===== config.mk =====
export PLATFORM = sky130hd
export DESIGN_NAME = cgra_job_scheduler
export DESIGN_NICKNAME = d
export VERILOG_FILES = /design/src/rtl/cgra_job_scheduler.sv
export SDC_FILE = /design/constraint.sdc
export NUM_CORES = 1
export LEC_CHECK = 0
export BUFFER_PORTS_ARGS = -buffer_cell sky130_fd_sc_hd__buf_4
export CORE_MARGIN = 1
export CORE_UTILIZATION = 51
export CTS_CLUSTER_SIZE = 40
export DETAILED_ROUTE_END_ITERATION = 7
export PLACE_DENSITY = 0.83
export REMOVE_ABC_BUFFERS = 1
export SYNTH_ARGS = -nofsm -noshare
export SYNTH_HDL_FRONTEND = slang
export SYNTH_SLANG_ARGS = --single-unit

===== constraint.sdc =====
create_clock -name clk -period 4.8 [get_ports clk]
set_clock_uncertainty 0.05 [all_clocks]
set_input_delay 0.24 -clock clk [delete_from_list [all_inputs] [get_ports clk]]
set_output_delay 0.24 -clock clk [all_outputs]
set_load 0.02 [all_outputs]

===== src/rtl/cgra_job_scheduler.sv =====
// Round-robin job scheduler that shares one CGRA control plane: loader start, 4-phase stream-in, beat count.
// Optional watchdog (wdog_err output) enabled by defining CGRA_SCHED_WDOG_EN.
module cgra_job_scheduler #(
    parameter int NUM_REQ  = 4,
    parameter int ADDR_W   = 8,
    parameter int CNT_W    = 16,
    parameter int WDOG_CYC = 1024
) (
    input  logic                      clk,
    input  logic                      rst,
    input  logic [NUM_REQ-1:0]        req,
    input  logic [NUM_REQ*ADDR_W-1:0] req_num_cfg,
    input  logic [NUM_REQ*ADDR_W-1:0] req_num_inb,
    output logic [NUM_REQ-1:0]        grant,
    output logic                      job_done,
    output logic                      start_loader,
    output logic [ADDR_W-1:0]         num_entry_config_table,
    output logic [ADDR_W-1:0]         num_entry_inbound,
    input  logic                      loader_done,
    output logic                      start_stream_in,
    input  logic                      ready_stream_in,
    input  logic                      stream_valid,
    input  logic                      stream_last,
    output logic [CNT_W-1:0]          beat_cnt,
`ifdef CGRA_SCHED_WDOG_EN
    output logic                      wdog_err,
`endif
    output logic                      busy
);

    localparam int PTR_W = (NUM_REQ > 1) ? $clog2(NUM_REQ) : 1;

    if (NUM_REQ < 2 || WDOG_CYC < 1) begin : g_bad_param
        $error("cgra_job_scheduler: NUM_REQ must be >= 2 and WDOG_CYC >= 1");
    end

    typedef enum logic [2:0] {
        S_IDLE,
        S_ARB,
        S_LOAD,
        S_WAIT_LD,
        S_HS,
        S_STREAM,
        S_DONE
    } state_t;

    state_t             state_q, state_d;
    logic [NUM_REQ-1:0] grant_q, grant_d;
    logic [ADDR_W-1:0]  cfg_q, cfg_d;
    logic [ADDR_W-1:0]  inb_q, inb_d;
    logic [CNT_W-1:0]   beat_q, beat_d;
    logic [PTR_W-1:0]   ptr_q, ptr_d;

    logic               win_found;
    logic [PTR_W-1:0]   win_idx;
    logic [PTR_W-1:0]   cand_idx;
    logic [ADDR_W-1:0]  win_cfg;
    logic [ADDR_W-1:0]  win_inb;

    // First requester at or after the pointer, searched cyclically.
    always_comb begin
        win_found = 1'b0;
        win_idx   = '0;
        cand_idx  = '0;
        for (int unsigned i = 0; i < NUM_REQ; i++) begin
            cand_idx = PTR_W'((32'(ptr_q) + i) % 32'(NUM_REQ));
            if (!win_found && req[cand_idx]) begin
                win_found = 1'b1;
                win_idx   = cand_idx;
            end
        end
        win_cfg = req_num_cfg[win_idx*ADDR_W +: ADDR_W];
        win_inb = req_num_inb[win_idx*ADDR_W +: ADDR_W];
    end

`ifdef CGRA_SCHED_WDOG_EN
    localparam int WD_W = $clog2(WDOG_CYC + 1);
    logic [WD_W-1:0] wdog_q, wdog_d;
    logic            werr_q, werr_d;
`endif

    always_comb begin
        state_d = state_q;
        grant_d = grant_q;
        cfg_d   = cfg_q;
        inb_d   = inb_q;
        beat_d  = beat_q;
        ptr_d   = ptr_q;
        unique case (state_q)
            S_IDLE: if (|req) state_d = S_ARB;
            S_ARB: begin
                if (win_found) begin
                    grant_d = NUM_REQ'(1) << win_idx;
                    cfg_d   = win_cfg;
                    inb_d   = win_inb;
                    beat_d  = '0;
                    ptr_d   = (win_idx == PTR_W'(NUM_REQ - 1)) ? '0 : win_idx + 1'b1;
                    state_d = (win_cfg == '0 && win_inb == '0) ? S_HS : S_LOAD;
                end else begin
                    state_d = S_IDLE;
                end
            end
            S_LOAD:    state_d = S_WAIT_LD;
            S_WAIT_LD: if (loader_done) state_d = S_HS;
            S_HS:      if (ready_stream_in) state_d = S_STREAM;
            S_STREAM: begin
                if (stream_valid) begin
                    if (beat_q != '1) beat_d = beat_q + 1'b1;
                    if (stream_last) state_d = S_DONE;
                end
            end
            S_DONE: begin
                grant_d = '0;
                state_d = S_IDLE;
            end
            default: state_d = S_IDLE;
        endcase
`ifdef CGRA_SCHED_WDOG_EN
        // A normal transition always wins over a timeout landing in the same cycle.
        wdog_d = wdog_q;
        werr_d = 1'b0;
        if (state_d != state_q) begin
            wdog_d = '0;
        end else if (state_q == S_WAIT_LD || state_q == S_HS || state_q == S_STREAM) begin
            if (state_q == S_STREAM && stream_valid) begin
                wdog_d = '0;
            end else if (wdog_q == WD_W'(WDOG_CYC - 1)) begin
                wdog_d  = '0;
                werr_d  = 1'b1;
                state_d = S_DONE;
            end else begin
                wdog_d = wdog_q + 1'b1;
            end
        end
`endif
    end

    always_ff @(posedge clk or negedge rst) begin
        if (!rst) begin
            state_q <= S_IDLE;
            grant_q <= '0;
            cfg_q   <= '0;
            inb_q   <= '0;
            beat_q  <= '0;
            ptr_q   <= '0;
        end else begin
            state_q <= state_d;
            grant_q <= grant_d;
            cfg_q   <= cfg_d;
            inb_q   <= inb_d;
            beat_q  <= beat_d;
            ptr_q   <= ptr_d;
        end
    end

`ifdef CGRA_SCHED_WDOG_EN
    always_ff @(posedge clk or negedge rst) begin
        if (!rst) begin
            wdog_q <= '0;
            werr_q <= 1'b0;
        end else begin
            wdog_q <= wdog_d;
            werr_q <= werr_d;
        end
    end
    assign wdog_err = werr_q;
`endif

    assign grant                  = grant_q;
    assign num_entry_config_table = cfg_q;
    assign num_entry_inbound      = inb_q;
    assign beat_cnt               = beat_q;
    assign start_loader           = (state_q == S_LOAD);
    assign start_stream_in        = (state_q == S_HS);
    assign job_done               = (state_q == S_DONE);
    assign busy                   = (state_q != S_IDLE);

endmodule


==> results of run 1 <==
layer usage:
layer  part of all wire (%)  track usage (%)  routed length, µm
met5                      0                0                  0
met4                    1.4             8.28                 90
met3                    4.3             6.11                272
met2                     51             44.3               3250
met1                     43             30.6               2720
path summary, 6_finish.rpt:
kind                       depth (start not counted)                        end                      start  slack, ns
min in group asynchronous                          2                 state_q[0]                        rst       0.42
hold / removal                                     4                 state_q[0]                loader_done       0.22
max in group asynchronous                          2  num_entry_config_table[0]                        rst       3.90
setup / recovery                                   8                 state_q[1]                   ptr_q[1]       1.93
hold reg to reg                                    2  num_entry_config_table[6]  num_entry_config_table[6]       0.43
setup reg to reg                                   8                 state_q[1]                   ptr_q[1]       1.93
what timing repair did:
item	4_1_cts	5_1_grt
resized for setup	0	0
endpoints found under the hold margin	41	0
hold buffers	1	0
logic make-up after synthesis:
group           share of synthesized area [%]
buf+inv                                  4.15
fa+ha+maj                                2.47
mux                                      20.1
compound gates                           9.38
xor+xnor                                 4.15
flops                                    40.5
simple gates                             19.3
cell usage in the layout (no fill, tap or decap), types with 7 or more instances in the layout:
cell / n
xor2_1: 7
mux2i_1: 33
mux2_2: 15
nor2_1: 18
o21ai_0: 19
nand4_1: 7
a21oi_1: 8
buf_4: 114
nor2b_1: 8
nand2_1: 41
dfrtp_1: 41
synth_stat cells (2+ instances only):
library cell	n
a211o_1	2
a21oi_1	8
a31oi_1	2
and2_1	2
and3_1	3
and4_1	2
buf_6	5
clkbuf_1	8
dfrtp_1	41
ha_1	5
inv_1	3
mux2_2	15
mux2i_1	33
nand2_1	41
nand2b_1	3
nand3_1	6
nand4_1	7
nor2_1	18
nor2b_1	8
nor3_1	6
o21ai_0	19
or3_1	3
xnor2_1	5
xor2_1	7
area by class of cell:
cell class                 instances  area share, %
timing repair buffer             115           24.9
multi-input combinational        206           40.5
sequential                        41           29.5
clock buffer                       7           2.48
inverter                           3          0.323
tap                               67           2.41
worst max-delay path, delay by kind of cell, from the launching register on:
kind,cells,cell delay [ns]
compound gates,3,1.10
simple gates,3,0.62
flops,1,0.45
mux,2,0.49
sequential cells by signal, summed over array words and instances, names as in the netlist:
name                    cells
ptr_q                       2
num_entry_inbound           8
num_entry_config_table      8
grant                       4
state_q                     3
beat_cnt                   16
power by group:
group	leakage [nW]	internal, mW	switching, mW	total, mW
clock network	0.0443	0.114	0.111	0.225
logic	1.22	0.384	0.474	0.859
registers	0.534	0.448	0.0836	0.532
stage by stage:
step                      setup slack (ns)  cells  utilization [%]
after floorplan                       1.95    250                -
after global placement                2.12    431             71.2
after detailed placement              1.93    431             71.2
after CTS                             1.92    439             73.3
after global routing                  1.65    439             73.3
final                                 1.93    439             73.3
==> Flow_metrics.wiki, run 1 <==
{| class="wikitable"
! Metric !! Value
|-
| Clock-pin slew on the worst setup and hold paths || 0.08 ns
|-
| Layout fillers || 387
|-
| Most used flip-flop cell after synthesis || dfrtp_1
|-
| Setup repair after global routing missed its margin || no
|-
| WP data arrival || 2.97 ns
|-
| Detail Route Antenna Nets || 0
|-
| FF+latch area || 1030 µm²
|-
| TritonCTS sink count || 41
|-
| Share of the yosys chip area belonging to registers || 40.5%
|-
| Run status || finished clean
|-
| ANT cells || 0
|-
| CP peak stage delay || 0.75 ns
|-
| Cell-by-cell trace of the critical path || nand2_1 -> a21oi_1 -> a211o_2 -> mux2i_1 -> mux2_2 -> nand4_1 -> nor4_2 -> o221ai_1
|-
| Maximum number of pins on one net before global-route repair || 42
|-
| Worst min-delay path class || in -> reg
|-
| Total power per unit cell area || 464 nW/µm²
|-
| Number of failing hold endpoints at the final stage || 0
|-
| Count of buffers added by post-CTS timing repair for setup || 0
|-
| Share of the synthesized area in the top cell type || 40.5%
|-
| Clock latency of the later-clocked register in the worst-skew pair || 0.29 ns
|-
| Global-route usage over all layers || 25.3%
|-
| Via count || 2290
|-
| Data required time at the worst endpoint || 4.91 ns
|-
| CTS tree || done
|-
| Main area contributors after synthesis || dfrtp_1 40%, mux2i_1 13%, mux2_2 6.7%
|-
| IR Drop Worst-Case VDD || 0.276 mV
|-
| Fin nets || 451
|-
| Number of distinct library cells after synthesis || 36
|-
| Count of flip-flops with a built-in enable after synthesis || 0
|-
| Synthesis-to-layout area growth || 37.4%
|-
| Wire length of the first global-routing pass || 10100 µm
|-
| I/O pin count || 114
|-
| Avg Synthesized Cell Area || 9.60 µm²
|-
| Die width || 72.5 µm
|-
| Max-slew violation total from the final report || 0
|-
| Initial Util || 53.3%
|-
| Final Instance Area || 3480 µm²
|-
| CTS Buffer Depth || 2
|-
| Largest driver fanout on the critical path || 35
|-
| Number of buffers added on ports || 113
|-
| DRT iter0 DRCs || 127
|-
| HPWL after detailed placement || 4820 µm
|-
| Cts bufs inserted || 5
|-
| Post-route fraction of the period consumed by the critical path || 59.7%
|-
| Biggest area consumer among synthesized cells || dfrtp_1
|-
| Total setup violations reported at the end of the flow || 0
|-
| Headroom to the max-slew limit || 23.1%
|-
| Maximum clock rate || 349 MHz
|-
| Initial antenna violation count || 0
|-
| Number of synthesized register bits || 41
|-
| Worst hold slack || 0.220 ns
|-
| Worst-margin pin slew || 1.15 ns
|-
| Post-layout total power || 1.62 mW
|-
| Cell area after placement || 3390 µm²
|-
| Vias in the first global route || 2234
|-
| Combined area of the multi-input logic cells || 1410 µm²
|-
| Warning count from the yosys run || 0
|-
| Detailed-routing iteration count for the pre-antenna-repair pass || 4
|-
| Cell area after synthesis || 2530 µm²
|-
| Post-Route WL || 6330 µm
|-
| Average detailed-routed wire length per instance || 14.4 µm
|-
| Leak || 1.80 nW
|-
| Drt via density || 5.22
|-
| DRC violation count after routing || 0
|-
| Total of max-cap violations || 0
|-
| Async set or reset register ratio after synthesis || 100%
|-
| Time the final worst path needs with I/O delays and setup || 2.87 ns
|-
| Remaining Overflow, GRT || 0
|-
| Crit start category || flip-flop
|-
| Area inside the core boundary || 4750 µm²
|-
| Height of the chip || 72.5 µm
|-
| Class of the most critical setup path || reg -> reg
|-
| RD Place Congestion || 0.793
|-
| Final setup TNS || 0 ns
|-
| CTS H-Tree Depth || 2
|-
| Highest-delay cell along the critical path || a211o_2
|-
| Fraction of final layout cells with drive strength greater than 1 || 37.6%
|-
| CTS Root Cell || clkbuf_8
|-
| Count of mapped cells out of synthesis || 264
|-
| Critical Path Sink Type || flip-flop
|-
| Core Rows || 25
|-
| Floorplan die area || 5260 µm²
|}
Power figures use the tool's default switching activity.
==> run 2, diff against run 1 <==
CORE_UTILIZATION = 47   (was 51)
PLACE_DENSITY = 0.77   (was 0.83)
clock period = 2.65 ns   (was 4.8 ns; I/O delays follow)
==> run 2 against run 1 <==
Critical path depth is 1 higher. Sequential power grew 81%. Clock-buffer cell count fell by 2. Die area up 8.3%. Sequential share of layout area shrank 0.68 points. Total power grew 91%. Wire length increased by 2.4%. Critical endpoint unchanged. Highest routed layer unchanged.
==> Flow_metrics.wiki, run 2 (synthesized netlist as in run 1, its figures left out) <==
{| class="wikitable"
! Metric !! Value
|-
| Critical Path Sink Type || flip-flop
|-
| Area inside the core boundary || 5140 µm² (+8.1%)
|-
| Floorplan die area || 5690 µm² (+8.3%)
|-
| Setup repair after global routing missed its margin || no
|-
| Reg2Reg Launch Point || ptr_q[1]
|-
| Detail Route Antenna Nets || 0 (unchanged)
|-
| Class of the most critical setup path || reg -> reg
|-
| Initial antenna violation count || 0 (unchanged)
|-
| Gate power share || 52.2% (-1.0 points)
|-
| CP peak stage delay || 0.46 ns (-0.29 ns)
|-
| Number of buffers added on ports || 113 (unchanged)
|-
| CTS Root Cell || clkbuf_8
|-
| Synthesis-to-layout area growth || 40.7%
|-
| Maximum number of pins on one net before global-route repair || 42 (unchanged)
|-
| Worst min-delay path class || in -> reg
|-
| Run status || finished clean
|-
| Time the final worst path needs with I/O delays and setup || 2.44 ns (-0.427 ns)
|-
| Leak || 1.84 nW (+2.2%)
|-
| Worst-margin pin slew || 0.694 ns (-0.453 ns)
|-
| Post-Route WL || 6490 µm (+2.4%)
|-
| DRT iter0 DRCs || 98 (-23%)
|-
| Via count || 2323 (+1.4%)
|-
| Post-route fraction of the period consumed by the critical path || 92.1% (+32 points)
|-
| Average detailed-routed wire length per instance || 14.5 µm (+0.36%)
|-
| DRC violation count after routing || 0 (unchanged)
|-
| Slack of the critical path || 0.210 ns (-1.72 ns)
|-
| Reg2Reg Capture Point || state_q[1]
|-
| Cts bufs inserted || 5 (unchanged)
|-
| Endpoint of the worst hold path || state_q[0]
|-
| Count of instances resized after the clock tree is built || 0 (unchanged)
|-
| Height of the chip || 75.4 µm (+4.1%)
|-
| Cell-by-cell trace of the critical path || nand2_1 -> a21oi_1 -> a211o_2 -> buf_12 -> mux2i_1 -> mux2_2 -> nand4_1 -> nor4_2 -> o221ai_1
|-
| Headroom to the max-slew limit || 53.3% (+30 points)
|-
| Seq pwr share || 31.2% (-1.7 points)
|-
| Die width || 75.4 µm (+4.1%)
|-
| Largest driver fanout on the critical path || 35 (unchanged)
|-
| Total power per unit cell area || 865 nW/µm² (+87%)
|-
| Max reg flops || 16 (unchanged)
|-
| Clock latency of the later-clocked register in the worst-skew pair || 0.29 ns (about the same)
|-
| Hold Path Cell Cnt || 4 (unchanged)
|-
| I/O pin count || 114 (unchanged)
|-
| Highest-delay cell along the critical path || dfrtp_1
|-
| TritonCTS sink count || 41 (unchanged)
|-
| WP data arrival || 2.55 ns (-0.42 ns)
|-
| Global-route usage over all layers || 23.7% (-1.6 points)
|-
| Layout fillers || 431 (+11%)
|-
| CTS Buffer Depth || 2 (unchanged)
|-
| Commonest cells after routing, fill and taps aside || 118 x buf_4, 41 x nand2_1, 41 x dfrtp_1
|-
| Core Rows || 26 (+4.0%)
|-
| RD Place Congestion || 0.782 (-1.4%)
|-
| Combined area of the multi-input logic cells || 1410 µm² (unchanged)
|-
| Total setup violations reported at the end of the flow || 0 (unchanged)
|-
| Worst reg2reg setup slack || 0.21 ns (-1.72 ns)
|-
| Internal Power || 1.83 mW (+93%)
|-
| Crit start category || flip-flop
|-
| Clk pwr share || 16.6% (+2.7 points)
|-
| CTS H-Tree Depth || 2 (unchanged)
|-
| IR Drop Worst-Case VDD || 0.507 mV (+84%)
|-
| Maximum clock rate || 410 MHz (+18%)
|-
| Length in cells of the worst reg-to-reg path || 9 (+1)
|-
| Number of failing hold endpoints at the final stage || 0 (unchanged)
|-
| Commonest non-fill, non-tap cell in the layout || buf_4
|-
| HP Start || loader_done
|-
| Data required time at the worst endpoint || 2.76 ns (-2.15 ns)
|-
| Wire length of the first global-routing pass || 10200 µm (+0.54%)
|-
| Remaining Overflow, GRT || 0 (unchanged)
|-
| Max-slew violation total from the final report || 0 (unchanged)
|-
| Initial Util || 49.3% (-4.0 points)
|-
| ANT cells || 0 (unchanged)
|-
| CTS tree || done
|-
| Fraction of final layout cells with drive strength greater than 1 || 38.9% (+1.3 points)
|-
| Total of max-cap violations || 0 (unchanged)
|-
| Net switching fraction of the power || 40.8% (-0.61 points)
|-
| Pre-CTS worst setup slack || 0.226 ns (-1.71 ns)
|-
| FF+latch area || 1030 µm² (unchanged)
|-
| Drt via density || 5.19 (-0.60%)
|-
| Fin nets || 456 (+1.1%)
|-
| Largest delay contributor family on the critical path || simple AND/OR/NAND/NOR gates
|-
| HPWL after detailed placement || 4920 µm (+2.1%)
|-
| Total buffers and inverters traversed by the critical path || 1 (+1)
|-
| Detailed-routing iteration count for the pre-antenna-repair pass || 4 (unchanged)
|-
| Cell area after placement || 3440 µm² (+1.6%)
|-
| Vias in the first global route || 2280 (+2.1%)
|-
| Clock-pin slew on the worst setup and hold paths || 0.08 ns (about the same)
|-
| Switching power || 1.26 mW (+88%)
|-
| Final Instance Area || 3570 µm² (+2.4%)
|}
-- run 2: how the worst max path moves through the flow --
stage          startpoint           to  slack, ns  cells after the start
2_1_floorplan    ptr_q[1]   state_q[1]      -0.20                      8
3_3_place_gp       req[0]  beat_cnt[9]       0.31                     10
3_5_place_dp     ptr_q[1]   state_q[1]       0.23                      9
4_1_cts          ptr_q[1]   state_q[1]       0.24                      9
5_1_grt          ptr_q[1]   state_q[1]        0.1                      9
6_report         ptr_q[1]   state_q[1]       0.21                      9
-- run 2: what timing repair did --
item / in CTS / in global routing
hold buffers: 1 / 0
endpoints found under the setup margin: 0 / 0
endpoints found under the hold margin: 41 / 0
setup buffers: 0 / 0
-- run 2: power by group through the flow --
stage | clock network (mW) | logic [mW] | registers (mW)
after CTS | 0.524 | 1.62 | 0.958
after global routing | 0.547 | 1.76 | 0.991
after global placement | 0 | 1.58 | 0.968
after detailed placement | 0 | 1.61 | 0.968
after floorplan | 0 | 0.831 | 1.12
final | 0.511 | 1.61 | 0.963
-- run 2: metal layers --
layer  vias up  wire [µm]  track usage (%)
li1       1157          -                -
met1      1090       2780             28.1
met2        64       3310             43.1
met3        12        274             4.10
met4         0        127             8.64
met5         -          0                0
-- run 2: per-stage QoR --
step	TNS [ns]	power [mW]	utilization, %	std cells	hold slack [ns]
finish	0	3.09	69.4	448	0.131
global route	0	3.29	69.4	448	0.150
CTS	0	3.10	69.4	448	0.129
detailed placement	0	2.58	66.9	439	0.0986
global placement	0	2.55	66.9	439	0.0969
floorplan	-0.305	1.95	-	250	-0.213
-- run 2: layout make-up --
cell class / instances / area share (%)
multi-input combinational: 206 / 39.5
timing repair buffer: 120 / 25.7
sequential: 41 / 28.8
clock buffer: 5 / 1.93
inverter: 3 / 0.316
clock inverter: 3 / 1.30
tap: 70 / 2.46
-- run 2: worst reg2reg max path: cells and delay by family (launching register included) --
kind                   cells  cell delay, ns
AOI/OAI and AO/OA          3            0.58
DFF                        1            0.46
and+or+nand+nor            3            0.66
buffers and inverters      1            0.19
muxes                      2            0.38
==> run 3, diff against run 2 <==
PLACE_DENSITY = 0.8   (was 0.77)
==> run 3 against run 2 <==
Via count about the same. Cell count unchanged. Flip-flop and latch count is the same. Critical path depth unchanged. Utilization shrank 0.63 points. Non-clock buffer count did not move. Sequential share of layout area grew 0.26 points. Wire length decreased by 5.4%. First-iteration DRC count grew 42%. Clock-buffer cell count rose by 1. Global-route usage is 1.2 points lower. Highest routed layer unchanged. Largest power group unchanged.
==> Flow_metrics.wiki, run 3 (synthesized netlist as in run 1, its figures left out) <==
{| class="wikitable"
! Metric !! Value
|-
| Vias in the first global route || 2184 (-4.2%)
|-
| Worst min-delay path class || in -> reg
|-
| Drt via density || 5.19 (about the same)
|-
| IR Drop Worst-Case VDD || 0.666 mV (+31%)
|-
| Die width || 75.4 µm (unchanged)
|-
| Fraction of final layout cells with drive strength greater than 1 || 38.6% (-0.26 points)
|-
| Worst-margin pin slew || 0.520 ns (-0.174 ns)
|-
| Setup repair after global routing missed its margin || no
|-
| Number of failing hold endpoints at the final stage || 0 (unchanged)
|-
| TritonCTS sink count || 41 (unchanged)
|-
| Initial antenna violation count || 0 (unchanged)
|-
| Detailed-routing iteration count for the pre-antenna-repair pass || 4 (unchanged)
|-
| Run status || finished clean
|-
| Average detailed-routed wire length per instance || 13.7 µm (-5.4%)
|-
| Floorplan die area || 5690 µm² (unchanged)
|-
| Fin nets || 456 (unchanged)
|-
| Global-route usage over all layers || 22.5% (-1.2 points)
|-
| ANT cells || 0 (unchanged)
|-
| Critical Path Sink Type || flip-flop
|-
| CTS Root Cell || clkbuf_8
|-
| Worst reg2reg setup slack || 0.24 ns (+0.03 ns)
|-
| HPWL after detailed placement || 4620 µm (-6.0%)
|-
| Leak || 1.83 nW (-0.48%)
|-
| Headroom to the max-slew limit || 65.4% (+12 points)
|-
| Time the final worst path needs with I/O delays and setup || 2.41 ns (-0.0310 ns)
|-
| Wire length of the first global-routing pass || 9580 µm (-6.0%)
|-
| Commonest cells after routing, fill and taps aside || 118 x buf_4, 41 x nand2_1, 41 x dfrtp_1
|-
| Synthesis-to-layout area growth || 39.4%
|-
| Layout fillers || 434 (+0.70%)
|-
| Final setup TNS || 0 ns (unchanged)
|-
| Class of the most critical setup path || reg -> reg
|-
| Core Rows || 26 (unchanged)
|-
| Total setup violations reported at the end of the flow || 0 (unchanged)
|-
| Max reg flops || 16 (unchanged)
|-
| Max-slew violation total from the final report || 0 (unchanged)
|-
| CTS H-Tree Depth || 2 (unchanged)
|-
| Commonest non-fill, non-tap cell in the layout || buf_4
|-
| Number of buffers added on ports || 113 (unchanged)
|-
| CTS Buffer Depth || 2 (unchanged)
|-
| Largest driver fanout on the critical path || 35 (unchanged)
|-
| WP data arrival || 2.52 ns (-0.03 ns)
|-
| Area inside the core boundary || 5140 µm² (unchanged)
|-
| Data required time at the worst endpoint || 2.76 ns (about the same)
|-
| Remaining Overflow, GRT || 0 (unchanged)
|-
| I/O pin count || 114 (unchanged)
|-
| Cell area after placement || 3440 µm² (unchanged)
|-
| RD Place Congestion || 0.790 (+1.0%)
|-
| Clock latency of the later-clocked register in the worst-skew pair || 0.29 ns (about the same)
|-
| FF+latch area || 1030 µm² (unchanged)
|-
| Initial Util || 49.3% (unchanged)
|-
| Via count || 2324 (+0.043%)
|-
| Clock-pin slew on the worst setup and hold paths || 0.07 ns (about the same)
|-
| Final Instance Area || 3530 µm² (-0.91%)
|-
| Post-route fraction of the period consumed by the critical path || 90.9% (-1.2 points)
|-
| Maximum clock rate || 415 MHz (+1.3%)
|-
| DRT iter0 DRCs || 139 (+42%)
|-
| Crit start category || flip-flop
|-
| Post-layout total power || 2.94 mW (-4.6%)
|-
| Maximum number of pins on one net before global-route repair || 42 (unchanged)
|-
| Cts bufs inserted || 5 (unchanged)
|-
| Total of max-cap violations || 0 (unchanged)
|-
| DRC violation count after routing || 0 (unchanged)
|-
| Post-Route WL || 6140 µm (-5.4%)
|-
| Detail Route Antenna Nets || 0 (unchanged)
|-
| CTS tree || done
|-
| Combined area of the multi-input logic cells || 1410 µm² (unchanged)
|-
| Total power per unit cell area || 833 nW/µm² (-3.8%)
|-
| Height of the chip || 75.4 µm (unchanged)
|}
run 3: cell count changes in the layout (fill, tap and decap cells not counted), sizes merged:
cell and delta:
clkbuf +1, clkinvlp -1, bufinv -1, clkinv +1
run 3: path summary, 6_finish.rpt:
kind,cells after the start,to,startpoint
setup / recovery,9,state_q[1],ptr_q[1]
hold / removal,4,state_q[0],loader_done
setup reg to reg,9,state_q[1],ptr_q[1]
hold reg to reg,2,num_entry_config_table[6],num_entry_config_table[6]
max in group asynchronous,2,num_entry_inbound[7],rst
min in group asynchronous,2,beat_cnt[14],rst
run 3: power by group:
part	internal (mW)	switching, mW
logic	0.726	0.863
clock network	0.182	0.211
registers	0.811	0.149
total	1.72	1.22
run 3: per-stage QoR:
step	worst slack (ns)	utilization (%)	hold slack, ns	instances
CTS	0.248	68.7	0.123	448
global route	0.0951	68.7	0.145	448
floorplan	-0.202	-	-0.213	250
global placement	0.382	66.9	0.0941	439
finish	0.241	68.7	0.134	448
detailed placement	0.265	66.9	0.0967	439
run 3: per-layer routing:
metal  vias to the layer above  wire (µm)  global-route usage, %
met2                        61       3060                   38.6
met3                        13        246                   5.29
met5                         -          0                      0
met1                      1098       2690                   27.7
li1                       1152          -                      -
met4                         0        139                   8.44
run 3: what timing repair did:
action | 4_1_cts | 5_1_grt
hold endpoints to repair | 41 | 0
setup buffers | 0 | 0
hold buffers | 1 | 0
gates resized for setup | 0 | 0
run 3: worst max-delay path, stage by stage (launching register included):
cell,delay [ns]
dfrtp_1,0.45
nand2_1,0.10
a21oi_1,0.06
a211o_2,0.32
buf_12,0.19
mux2i_1,0.21
mux2_2,0.19
nand4_1,0.11
nor4_2,0.39
o221ai_1,0.18
run 3: area by class of cell:
cell class,instances,area share [%]
Inverter,3,0.319
Clock inverter,2,0.283
Tap cell,70,2.48
Sequential cell,41,29.0
Clock buffer,6,2.05
Timing Repair Buffer,120,25.9
Multi-Input combinational cell,206,39.9
